**src/rtl/uart_rx_fifo_if.sv**
```systemverilog
// Byte stream handshake between the UART receiver FIFO and its consumer.
// Ports: out_data (FIFO head byte), out_valid (FIFO not empty), out_ready (consumer accept).
// A byte moves on any clock edge where out_valid and out_ready are both high.
interface uart_rx_fifo_if;
  logic [7:0] out_data;
  logic       out_valid;
  logic       out_ready;

  // Receiver side drives the byte and its valid flag.
  modport master (
    output out_data,
    output out_valid,
    input  out_ready
  );

  // Consumer side drives ready.
  modport slave (
    input  out_data,
    input  out_valid,
    output out_ready
  );
endinterface

```
**src/rtl/uart_rx_fifo.sv**
```systemverilog
// UART 8N1 receiver (LSB first, idle-high line) feeding a small circular byte FIFO.
// Latency: 2-flop synchroniser plus mid-bit sampling; a byte appears 1 clk after its stop sample.
// Backpressure: out_ready holds bytes in the FIFO; a byte arriving while full with no pop is dropped (overrun).
//
// Ports:
//   clk, resetn        single clock, asynchronous active-low reset
//   ser_rx             raw serial input, synchronised internally
//   byte_if            master side of the byte stream (out_data/out_valid/out_ready)
//   fifo_level         bytes held, 0..2**FIFO_AW
//   frame_err, overrun sticky error flags, cleared by a one-cycle err_clr pulse
module uart_rx_fifo #(
  parameter int CLK_DIV = 104,  // clocks per bit, >= 8
  parameter int FIFO_AW = 2     // FIFO depth = 2**FIFO_AW
) (
  input  logic               clk,
  input  logic               resetn,
  input  logic               ser_rx,
  uart_rx_fifo_if.master     byte_if,
  output logic [FIFO_AW:0]   fifo_level,
  output logic               frame_err,
  output logic               overrun,
  input  logic               err_clr
);

  localparam int TW    = $clog2(CLK_DIV);
  localparam int CW    = FIFO_AW + 1;
  localparam int DEPTH = 1 << FIFO_AW;

  localparam logic [TW-1:0] HALF_BIT = TW'(CLK_DIV / 2 - 1);
  localparam logic [TW-1:0] FULL_BIT = TW'(CLK_DIV - 1);

  typedef enum logic [2:0] {
    S_IDLE,
    S_START,
    S_DATA,
    S_STOP,
    S_BREAK
  } state_t;

  // ---------------------------------------------------------------------
  // Input synchroniser. Both flops reset high so the line looks idle
  // immediately after reset release and cannot fake a start bit.
  // ---------------------------------------------------------------------
  logic rx_meta;
  logic rx_s;

  always_ff @(posedge clk or negedge resetn) begin
    if (!resetn) begin
      rx_meta <= 1'b1;
      rx_s    <= 1'b1;
    end else begin
      rx_meta <= ser_rx;
      rx_s    <= rx_meta;
    end
  end

  // ---------------------------------------------------------------------
  // Receive FSM
  // ---------------------------------------------------------------------
  state_t        state, state_nx;
  logic [TW-1:0] timer, timer_nx;
  logic [2:0]    bit_idx, idx_nx;
  logic [7:0]    shreg, shreg_nx;
  logic          tick;
  logic          push;
  logic          frame_set;

  assign tick = (timer == '0);

  always_ff @(posedge clk or negedge resetn) begin
    if (!resetn) begin
      state   <= S_IDLE;
      timer   <= '0;
      bit_idx <= '0;
      shreg   <= '0;
    end else begin
      state   <= state_nx;
      timer   <= timer_nx;
      bit_idx <= idx_nx;
      shreg   <= shreg_nx;
    end
  end

  always_comb begin
    state_nx  = state;
    timer_nx  = timer;
    idx_nx    = bit_idx;
    shreg_nx  = shreg;
    push      = 1'b0;
    frame_set = 1'b0;

    case (state)
      S_IDLE: begin
        // Half a bit period lands the start-bit check in the middle of the bit.
        if (!rx_s) begin
          timer_nx = HALF_BIT;
          state_nx = S_START;
        end
      end

      S_START: begin
        if (tick) begin
          if (!rx_s) begin
            timer_nx = FULL_BIT;
            idx_nx   = 3'd0;
            state_nx = S_DATA;
          end else begin
            // Line went back high before mid-bit: treat as noise.
            state_nx = S_IDLE;
          end
        end else begin
          timer_nx = timer - TW'(1);
        end
      end

      S_DATA: begin
        if (tick) begin
          shreg_nx[bit_idx] = rx_s;
          timer_nx          = FULL_BIT;
          if (bit_idx == 3'd7) begin
            state_nx = S_STOP;
          end else begin
            idx_nx = bit_idx + 3'd1;
          end
        end else begin
          timer_nx = timer - TW'(1);
        end
      end

      S_STOP: begin
        if (tick) begin
          if (rx_s) begin
            push     = 1'b1;
            state_nx = S_IDLE;
          end else begin
            frame_set = 1'b1;
            state_nx  = S_BREAK;
          end
        end else begin
          timer_nx = timer - TW'(1);
        end
      end

      S_BREAK: begin
        // A held-low line (break) must return high before a new start is accepted.
        if (rx_s) begin
          state_nx = S_IDLE;
        end
      end

      default: begin
        state_nx = S_IDLE;
      end
    endcase
  end

  // ---------------------------------------------------------------------
  // Receive FIFO
  // ---------------------------------------------------------------------
  logic [7:0]         mem [DEPTH];
  logic [FIFO_AW-1:0] wr_ptr;
  logic [FIFO_AW-1:0] rd_ptr;
  logic [CW-1:0]      count;
  logic               vld;
  logic               full;
  logic               pop;
  logic               wr_en;
  logic               ovr_set;

  assign vld     = (count != '0);
  assign full    = (count == CW'(DEPTH));
  assign pop     = vld & byte_if.out_ready;
  // A same-cycle pop frees the slot, so a push into a full FIFO still lands.
  assign wr_en   = push & (~full | pop);
  assign ovr_set = push & full & ~pop;

  always_ff @(posedge clk or negedge resetn) begin
    if (!resetn) begin
      for (int i = 0; i < DEPTH; i++) begin
        mem[i] <= '0;
      end
    end else if (wr_en) begin
      mem[wr_ptr] <= shreg;
    end
  end

  always_ff @(posedge clk or negedge resetn) begin
    if (!resetn) begin
      wr_ptr <= '0;
      rd_ptr <= '0;
      count  <= '0;
    end else begin
      if (wr_en) begin
        wr_ptr <= wr_ptr + FIFO_AW'(1);
      end
      if (pop) begin
        rd_ptr <= rd_ptr + FIFO_AW'(1);
      end
      case ({wr_en, pop})
        2'b10:   count <= count + CW'(1);
        2'b01:   count <= count - CW'(1);
        default: count <= count;
      endcase
    end
  end

  assign byte_if.out_data  = mem[rd_ptr];
  assign byte_if.out_valid = vld;
  assign fifo_level        = count;

  // ---------------------------------------------------------------------
  // Sticky error flags; a new error event beats a clear in the same cycle.
  // ---------------------------------------------------------------------
  always_ff @(posedge clk or negedge resetn) begin
    if (!resetn) begin
      frame_err <= 1'b0;
      overrun   <= 1'b0;
    end else begin
      if (frame_set) begin
        frame_err <= 1'b1;
      end else if (err_clr) begin
        frame_err <= 1'b0;
      end
      if (ovr_set) begin
        overrun <= 1'b1;
      end else if (err_clr) begin
        overrun <= 1'b0;
      end
    end
  end

endmodule

```
**src/flat_wrapper.sv**
```systemverilog
// flat-port wrapper written by rule: the top's interface ports become plain ports
module uart_rx_fifo_flat 
#(
  parameter int CLK_DIV = 104,                         
  parameter int FIFO_AW = 2                               
)
  (clk, resetn, ser_rx, fifo_level, frame_err, overrun, err_clr, byte_if_out_data, byte_if_out_valid, byte_if_out_ready);
  uart_rx_fifo_if byte_if_i ();
  input  logic clk;
  input  logic resetn;
  input  logic ser_rx;
  output logic [FIFO_AW:0] fifo_level;
  output logic frame_err;
  output logic overrun;
  input  logic err_clr;
  output wire logic [$bits(byte_if_i.out_data)-1:0] byte_if_out_data;
  output wire logic [$bits(byte_if_i.out_valid)-1:0] byte_if_out_valid;
  input wire logic [$bits(byte_if_i.out_ready)-1:0] byte_if_out_ready;
  assign byte_if_out_data = byte_if_i.out_data;
  assign byte_if_out_valid = byte_if_i.out_valid;
  assign byte_if_i.out_ready = byte_if_out_ready;
  uart_rx_fifo #(.CLK_DIV(CLK_DIV), .FIFO_AW(FIFO_AW)) u_core (.clk(clk), .resetn(resetn), .ser_rx(ser_rx), .byte_if(byte_if_i), .fifo_level(fifo_level), .frame_err(frame_err), .overrun(overrun), .err_clr(err_clr));
endmodule
```
**config.mk**
```make
export PLATFORM = sky130hd
export DESIGN_NAME = uart_rx_fifo_flat
export DESIGN_NICKNAME = d
export VERILOG_FILES = /design/src/rtl/uart_rx_fifo_if.sv /design/src/rtl/uart_rx_fifo.sv /design/src/flat_wrapper.sv
export SDC_FILE = /design/constraint.sdc
export NUM_CORES = 1
export LEC_CHECK = 0
export ABC_AREA = 1
export BUFFER_PORTS_ARGS = -buffer_cell sky130_fd_sc_hd__clkbuf_2
export CORE_AREA = 2 2 78 94
export CTS_CLUSTER_SIZE = 25
export DETAILED_ROUTE_END_ITERATION = 8
export DIE_AREA = 0 0 80 96
export HOLD_SLACK_MARGIN = 0.05
export PLACE_DENSITY = 0.71
export SLEW_MARGIN = 20
export SYNTH_ARGS = -nofsm -noshare
export SYNTH_HDL_FRONTEND = slang
export SYNTH_SLANG_ARGS = --single-unit
```
**constraint.sdc**
```tcl
create_clock -name clk -period 2 [get_ports clk]
set_input_delay 0.2 -clock clk [delete_from_list [all_inputs] [get_ports clk]]
set_output_delay 0.2 -clock clk [all_outputs]
set_load 0.05 [all_outputs]
```
==> results.yml, run 1 <==
drt:
  drc: 0
  vias: 2553
  drt_wl_total_um: 6480
  vias_per_cell: 5.17
  detail_route.wl_per_cell_um: 13.1
  drt-initial-drc-count: 111
  first_pass_iters: 5
  ant_nets: 0
sta:
  period_share_pct: 96.4
  fmax_mhz: 518
  worst_slack_ns: 0.0710
  finClkSkew_ns: 0.00915
  worst_slew_pin_slew_ns: 0.508
  finalSetupViolCount: 0
  slew_headroom_pct: 66.1
  hold_viol_final: 0
  slew_viol_final: 0
  period_needed_ns: 1.93
  rsz0062_at_grt: "yes"
floorplan:
  die_w_um: 80
  fp-row-count: 33
  pin_count: 19
  start_util_pct: 48.6
  core_um2: 6770
  dieHeight_um: 96
  dieArea_um2: 7680
place:
  dp_slack_ns: 0.0120
  numPortBuffers: 18
  place_congestion: 0.762
  dpl.hpwl_um: 4460
  place_area_um2: 3540
clock_network:
  cts_htree_levels: 3
  cts_tree: "built"
  clk_path_buf_depth: 2
  cts.sinks: 64
  clock_latency_ns: 0.35
  clock-root-buffer: "clkbuf_8"
  cts_buffers: 9
  clk_pin_slew_worst_paths_ns: 0.08
layout:
  fin_area_um2: 3800
  drive_above_1_share_pct: 24.1
  final_common_cell: "nand2_1"
  area_growth_pct: 15.5
  nFillCells: 616
  final_nets: 416
  antenna_cells: 0
  final_cell_mix: "87 x nand2_1, 59 x dfrtp_1, 34 x inv_1"
setup_path:
  crit_fanout: 4
  cp-start-kind: "register"
  path_cells: "inv_2 -> ha_4 -> nand2_4 -> nor2_8 -> nand2_2 -> inv_2 -> nand2_2 -> ha_1 -> inv_2 -> fa_2 -> a21oi_2 -> o21ai_1 -> xor2_1"
  critPathTopFamily: "adder cells"
  cp_data_required_time_ns: 2.23
  slowest_stage: "fa_2"
  cp-startpoint: "u_core.timer[0]"
  r2r_slack_ns: 0.07
  reg2reg_to: "u_core.fifo_level[2]"
  cpPeakStageDelay_ns: 0.35
  rr_worst_depth: 13
  crit_type: "register to register"
  cpMostUsedCell: "inv_2"
  r2r-start: "u_core.timer[0]"
  critPathCaptureType: "register"
  path_buf_inv: 3
  crit_arrival_ns: 2.16
power:
  vdd_ir_drop_max_mv: 0.570
  p_leak_nw: 1.81
  powerDensity_nw_per_um2: 1040
global_route:
  grt_max_degree: 31
  grt_pass1_vias: 2466
  gr-usage-all-layers_pct: 18.9
  gr-total-overflow: 0
  antenna_found_initial: 0
  grt_pass1_wl_um: 11100
yosys:
  synthCells: 367
  syn_area_um2: 3290
  yosysWarnings: 0
  ys_seq_elements: 64
  synth_cell_types: 30
  synth.avg_cell_area_um2: 8.96
  syn-num-nets: 381
  seq_area_frac_synth_pct: 48.8
flow_run:
  maxCapViolations: 0
worst_hold_path:
  hp-start: "byte_if_out_ready"
  hold_end: "u_core.wr_ptr[0]"
  worstHoldPathCells: 6
  hold_path.class: "input pin to register"
run_status:
  outcome: "finished clean"
-- worst max path at each step --
stage	to	slack [ns]	cells after the start
global placement	u_core.fifo_level[2]	0.08	13
floorplan	u_core.fifo_level[2]	-0.02	9
finish	u_core.fifo_level[2]	0.07	13
global route	u_core.fifo_level[2]	-0.04	13
CTS	u_core.fifo_level[2]	0.005	13
detailed placement	u_core.fifo_level[2]	0.01	13
-- per-stage QoR --
| step | std cells | util [%] | power (mW) | TNS [ns] | hold WS, ns |
|---|---|---|---|---|---|
| after floorplan | 367 | - | 2.46 | -0.0216 | -0.0956 |
| after global placement | 473 | 52.3 | 2.77 | 0 | 0.189 |
| after detailed placement | 473 | 52.3 | 2.79 | 0 | 0.195 |
| after CTS | 491 | 55.6 | 3.94 | 0 | 0.0536 |
| after global routing | 494 | 56.1 | 4.14 | -0.0472 | 0.289 |
| final | 494 | 56.1 | 3.95 | 0 | 0.257 |
-- routing by layer --
metal	track usage (%)	routed length (µm)	vias up
met4	8.76	150	0
met1	22.3	2750	1204
li1	-	-	1278
met3	6.29	301	14
met5	0	0	-
met2	31.3	3270	57
-- sequential cells by signal (all words and copies together) (netlist names) --
signal	count
u_core.bit_idx	3
u_core.fifo_level	3
u_core.frame_err	1
u_core.mem	32
u_core.overrun	1
u_core.rd_ptr	2
u_core.rx_meta	1
u_core.rx_s	1
u_core.shreg	8
u_core.state	3
u_core.timer	7
u_core.wr_ptr	2
-- final cells by class --
type	instances	area [µm²]	area share (%)
Sequential cell	64	1610	42.3
Clock inverter	6	66.3	1.75
Multi-Input combinational cell	253	1500	39.4
Timing Repair Buffer	33	223	5.86
Clock buffer	10	138	3.62
Inverter	41	158	4.15
Tap cell	87	109	2.87
-- synthesized netlist by cell type --
cell type,n,area [µm²]
o21bai_1,2,15.0
nand4_1,2,12.5
xnor2_1,1,8.76
nand2_1,89,334
nand3_2,2,20.0
nand3_4,2,35.0
buf_6,4,45.0
ha_1,8,100
inv_1,40,150
o22ai_1,10,62.6
xor2_1,5,43.8
nor2_1,27,101
a21boi_1,1,7.51
dfrtp_1,62,1550
inv_2,1,3.75
buf_2,1,5.00
nand4_4,4,85.1
nor2_4,3,33.8
dfstp_2,2,52.6
nand3_1,23,115
nand2_4,1,11.3
nor2_8,2,40.0
clkbuf_1,4,15.0
fa_1,1,20.0
nand2_2,1,6.26
o21ai_2,18,158
a21oi_1,4,20.0
nor2_2,1,6.26
o21ai_1,24,120
o21ai_0,22,110
-- cell families (layout without fill, tap and decap cells) --
logic type,Yosys count,after routing,synth area share (%)
adders and majority gates,9,9,3.65
and+or+nand+nor,157,157,24.3
xor gates and xnor gates,6,6,1.60
AOI/OAI and AO/OA,81,81,15.0
buffers and inverters,50,90,6.66
DFF,64,64,48.8
-- worst reg2reg max path, delay by kind of cell, from the launching register on --
family                   cells  cell delay, ns
AO/OA/AOI/OAI                2            0.22
AND/OR/NAND/NOR              4            0.28
flip-flops                   1            0.34
XOR/XNOR                     1            0.14
buffers and inverters        3            0.17
adder cells (fa/ha/maj)      3            0.68
-- power by group --
group	internal [mW]	switching (mW)
Clock	0.616	0.527
Sequential	1.36	0.0937
Combinational	0.347	1.01
Total	2.32	1.63
-- what timing repair did --
action	in CTS	in global routing
hold endpoints to repair	18	1
endpoints found under the setup margin	0	8
setup buffers	0	2
resized for setup	0	6
hold buffers	2	1
No activity file was read; power rests on OpenSTA's default activity.
==> run 2, diff against run 1 <==
--- a/config.mk
+++ b/config.mk
@@ -8,6 +8,7 @@
 export ABC_AREA = 1
 export BUFFER_PORTS_ARGS = -buffer_cell sky130_fd_sc_hd__clkbuf_2
 export CORE_AREA = 2 2 78 94
+export CTS_BUF_LIST = sky130_fd_sc_hd__clkbuf_2
 export CTS_CLUSTER_SIZE = 25
 export DETAILED_ROUTE_END_ITERATION = 8
 export DIE_AREA = 0 0 80 96
==> results.yml, run 2 (same netlist as run 1, synthesis figures left out) <==
run_status:
  outcome: "finished clean"
clock_network:
  cts_htree_levels: 3
  cts_buffers: 9
  cts.sinks: 64
  clk_path_buf_depth: 2
  cts_tree: "built"
  clock-root-buffer: "clkbuf_2"
  clk_pin_slew_worst_paths_ns: 0.20
  clock_latency_ns: 0.51
global_route:
  gr-total-overflow: 0
  grt_pass1_vias: 2474
  gr-usage-all-layers_pct: 18.7
  antenna_found_initial: 0
  grt_pass1_wl_um: 11000
  grt_max_degree: 31
setup_path:
  r2r_slack_ns: 0.10
  r2r-start: "u_core.timer[0]"
  critPathCaptureType: "primary output"
  crit_type: "register to primary output"
  path_depth: 4
  cp-start-kind: "register"
  reg2reg_to: "u_core.fifo_level[2]"
  critPathTopFamily: "flip-flops"
  slowest_stage: "dfrtp_2"
  path_buf_inv: 2
  cpPeakStageDelay_ns: 0.53
  rr_worst_depth: 13
  crit_arrival_ns: 1.73
  crit_fanout: 9
  cp_data_required_time_ns: 1.80
  path_cells: "inv_2 -> o21ai_1 -> o22ai_1 -> buf_4"
layout:
  final_nets: 419
  post-route-util_pct: 56.0
  drive_above_1_share_pct: 25.1
  fin_cells: 497
  fin_area_um2: 3790
  final_cell_mix: "87 x nand2_1, 57 x dfrtp_1, 34 x inv_1"
  nFillCells: 616
  antenna_cells: 0
  largest_reg_flops: 32
  largest_register: "u_core.mem"
  final_common_cell: "nand2_1"
  area_growth_pct: 15.3
  top_regs: "u_core.mem (32), u_core.shreg (8), u_core.timer (7)"
floorplan:
  dieHeight_um: 96
  pin_count: 19
  dieArea_um2: 7680
  start_util_pct: 48.6
  fp-row-count: 33
  die_w_um: 80
  core_um2: 6770
sta:
  worst_slack_ns: 0.0693
  period_needed_ns: 1.93
  hold_viol_final: 0
  slew_headroom_pct: 65.5
  setup_tns_ns: 0
  rsz0062_at_grt: "yes"
  finClkSkew_ns: 0.0202
  holdWs_ns: 0.164
  fmax_mhz: 518
  period_share_pct: 96.5
  slew_viol_final: 0
  finalSetupViolCount: 0
  worst_slew_pin_slew_ns: 0.518
drt:
  ant_nets: 0
  drt_wl_total_um: 6680
  drc: 0
  first_pass_iters: 4
  detail_route.wl_per_cell_um: 13.4
  drt-initial-drc-count: 111
  vias: 2544
  vias_per_cell: 5.12
power:
  p_total_mw: 3.76
  vdd_ir_drop_max_mv: 0.537
  powerDensity_nw_per_um2: 992
  p_leak_nw: 1.80
place:
  place_area_um2: 3540
  numPortBuffers: 18
  dp_slack_ns: 0.0120
  place_congestion: 0.762
  place_inst: 473
  dpl.hpwl_um: 4460
flow_run:
  maxCapViolations: 0
worst_hold_path:
  hold_path.class: "input pin to async pin"
==> run 2: layout make-up <==
cell class	instances	area, µm²	area share (%)
Clock buffer	9	45.0	1.19
Clock inverter	7	70.1	1.85
Inverter	41	160	4.22
Multi-Input combinational cell	253	1520	40.0
Sequential cell	64	1610	42.4
Tap cell	87	109	2.87
Timing Repair Buffer	35	273	7.19
Timing Repair inverter	1	7.51	0.198
==> run 2: what timing repair did <==
item                       in CTS  in global routing
hold endpoints to repair       59                  0
setup endpoints to repair       9                 10
cloned                          0                  1
pin swaps                       1                  5
hold buffers                    4                  0
buffers inserted                0                  3
gates resized for setup        12                 27
==> run 2: how the worst max path moves through the flow <==
stage | startpoint | end
global route | u_core.rd_ptr[0] | byte_if_out_data[2]
floorplan | u_core.fifo_level[0] | u_core.fifo_level[2]
finish | u_core.rd_ptr[1] | byte_if_out_data[5]
global placement | u_core.timer[0] | u_core.fifo_level[2]
detailed placement | u_core.timer[0] | u_core.fifo_level[2]
CTS | u_core.rd_ptr[0] | byte_if_out_data[5]
==> run 2: per-layer routing <==
layer / share of wire (%) / track usage, %
met3: 2.7 / 4.50
met5: 0 / 0
met1: 45 / 21.6
met2: 50 / 32.6
met4: 2.7 / 9.18
==> run 2: worst reg2reg max path: stages, from the launching register on <==
cell     delay [ns]
dfrtp_1        0.38
inv_2          0.06
ha_4           0.17
nand2_4        0.08
nor2_8         0.05
nand2_2        0.06
inv_2          0.05
nand2_4        0.07
ha_4           0.14
inv_4          0.04
fa_2           0.36
a21oi_2        0.14
o21ai_1        0.08
xor2_1         0.14
==> run 2: power by group <==
group | switching [mW] | internal [mW]
combinational | 1.03 | 0.456
clock | 0.508 | 0.292
sequential | 0.111 | 1.36
total | 1.65 | 2.11
==> run 3, diff against run 2 <==
--- a/config.mk
+++ b/config.mk
@@ -7,14 +7,16 @@
 export LEC_CHECK = 0
 export ABC_AREA = 1
 export BUFFER_PORTS_ARGS = -buffer_cell sky130_fd_sc_hd__clkbuf_2
-export CORE_AREA = 2 2 78 94
+export CELL_PAD_IN_SITES_DETAIL_PLACEMENT = 1
+export CELL_PAD_IN_SITES_GLOBAL_PLACEMENT = 2
+export CORE_AREA = 3 3 92 111
 export CTS_BUF_LIST = sky130_fd_sc_hd__clkbuf_2
 export CTS_CLUSTER_SIZE = 25
 export DETAILED_ROUTE_END_ITERATION = 8
-export DIE_AREA = 0 0 80 96
+export DIE_AREA = 0 0 95 114
 export HOLD_SLACK_MARGIN = 0.05
-export PLACE_DENSITY = 0.71
-export SLEW_MARGIN = 20
+export PLACE_DENSITY = 0.8
+export SLEW_MARGIN = 10
 export SYNTH_ARGS = -nofsm -noshare
 export SYNTH_HDL_FRONTEND = slang
 export SYNTH_SLANG_ARGS = --single-unit
==> results.yml, run 3 (same netlist as run 1, synthesis figures left out) <==
run_status:
  outcome: "finished clean"
clock_network:
  cts_tree: "built"
  cts_htree_levels: 3
  clock_latency_ns: 0.48
  clock-root-buffer: "clkbuf_2"
  post_cts_buffers: 0
  clk_pin_slew_worst_paths_ns: 0.19
  clk_path_buf_depth: 2
  cts_buffers: 9
  cts.sinks: 64
global_route:
  gr-usage-all-layers_pct: 15.4
  grt_max_degree: 23
  antenna_found_initial: 0
  grt_pass1_wl_um: 13000
  grt_pass1_vias: 2688
  gr-total-overflow: 0
drt:
  first_pass_iters: 4
  drc: 0
  vias: 2581
  detail_route.wl_per_cell_um: 14.2
  drt_wl_total_um: 7540
  ant_nets: 0
  drt-initial-drc-count: 74
  vias_per_cell: 4.87
place:
  dpl.hpwl_um: 5580
  numPortBuffers: 18
  place_congestion: 0.780
power:
  vdd_ir_drop_max_mv: 0.298
  p_total_mw: 3.52
  powerDensity_nw_per_um2: 933
  p_leak_nw: 1.78
layout:
  drive_above_1_share_pct: 23.9
  final_nets: 421
  antenna_cells: 0
  largest_register: "u_core.mem"
  largest_reg_flops: 32
  top_regs: "u_core.mem (32), u_core.shreg (8), u_core.timer (7)"
  final_common_cell: "nand2_1"
  area_growth_pct: 14.7
  final_cell_mix: "87 x nand2_1, 57 x dfrtp_1, 35 x inv_1"
setup_path:
  cp_data_required_time_ns: 2.39
  crit_type: "register to register"
  critPathCaptureType: "register"
  cp-start-kind: "register"
  crit_fanout: 3
  r2r_slack_ns: 0.1
  crit_arrival_ns: 2.29
flow_run:
  maxCapViolations: 0
sta:
  finalSetupViolCount: 0
  worst_slew_pin_slew_ns: 0.597
  slew_viol_final: 0
  hold_viol_final: 0
  rsz0062_at_grt: "yes"
  finClkSkew_ns: 0.0266
  slew_headroom_pct: 60.2
  holdWs_ns: 0.222
  period_needed_ns: 1.90
  period_share_pct: 95.2
  fmax_mhz: 525
worst_hold_path:
  hold_path.class: "input pin to async pin"
floorplan:
  dieHeight_um: 114
  start_util_pct: 35.8
  die_w_um: 95
  dieArea_um2: 10800
  fp-row-count: 38
  core_um2: 9180
  pin_count: 19
## run 3: cell types whose count changed in the layout (fill, tap and decap cells not counted), sizes merged
cell      change
clkinvlp      -2
buf           +2
bufinv        -1
clkbuf        +2
inv           -1
## run 3: stage by stage
step | TNS, ns | cells | worst slack [ns] | utilization [%] | area (µm²)
after floorplan | -0.0216 | 367 | -0.0216 | - | 3320
after global placement | 0 | 512 | 0.0764 | 39.4 | 3610
after detailed placement | 0 | 512 | 0.0203 | 39.4 | 3610
after CTS | 0 | 530 | 0.0162 | 40.6 | 3730
after global routing | -0.0498 | 530 | -0.0377 | 41.1 | 3770
final | 0 | 530 | 0.0957 | 41.1 | 3770
## run 3: final cells by class
cell class,count,area [µm²]
clock inverters,4,15.0
multi-input cells,253,1520
fillers,1103,5400
inverters,41,156
well taps,120,150
clock buffers,10,50.0
flip-flops and latches,64,1610
repair buffers,38,275
## run 3: worst max-delay path, stage by stage, from the launching register on
cell	delay (ns)
dfrtp_1	0.38
inv_2	0.06
ha_4	0.16
nand2_4	0.08
nor2_8	0.05
nand2_2	0.06
inv_2	0.06
nand2_4	0.07
ha_4	0.13
inv_2	0.05
fa_2	0.37
a21oi_2	0.12
o21ai_1	0.08
xor2_1	0.15
## run 3: final timing paths
check,from,to,depth (start not counted)
worst max-delay path,u_core.timer[1],u_core.fifo_level[2],13
worst min-delay path,resetn,u_core.mem[17],2
worst max register to register,u_core.timer[1],u_core.fifo_level[2],13
worst min register to register,u_core.rx_meta,u_core.rx_s,0
max in group asynchronous,resetn,u_core.rd_ptr[1],3
min in group clk,ser_rx,u_core.rx_meta,2
## run 3: repair_timing
action                                  in CTS  in global routing
hold buffers                                 4                  0
endpoints found under the setup margin       8                 10
endpoints found under the hold margin       23                  0
pin swaps                                    0                  4
resized for setup                            6                 22
## run 3: layer usage
metal	vias to the layer above	wire, µm	track usage [%]
met1	1262	3330	18.4
met4	0	64	4.72
li1	1291	-	-
met3	4	210	4.09
met2	24	3940	27.0
met5	-	0	0
## run 3: where the power goes
part | internal (mW) | total (mW) | switching, mW
registers | 1.36 | 1.45 | 0.0914
logic | 0.450 | 1.48 | 1.03
clock network | 0.141 | 0.590 | 0.450
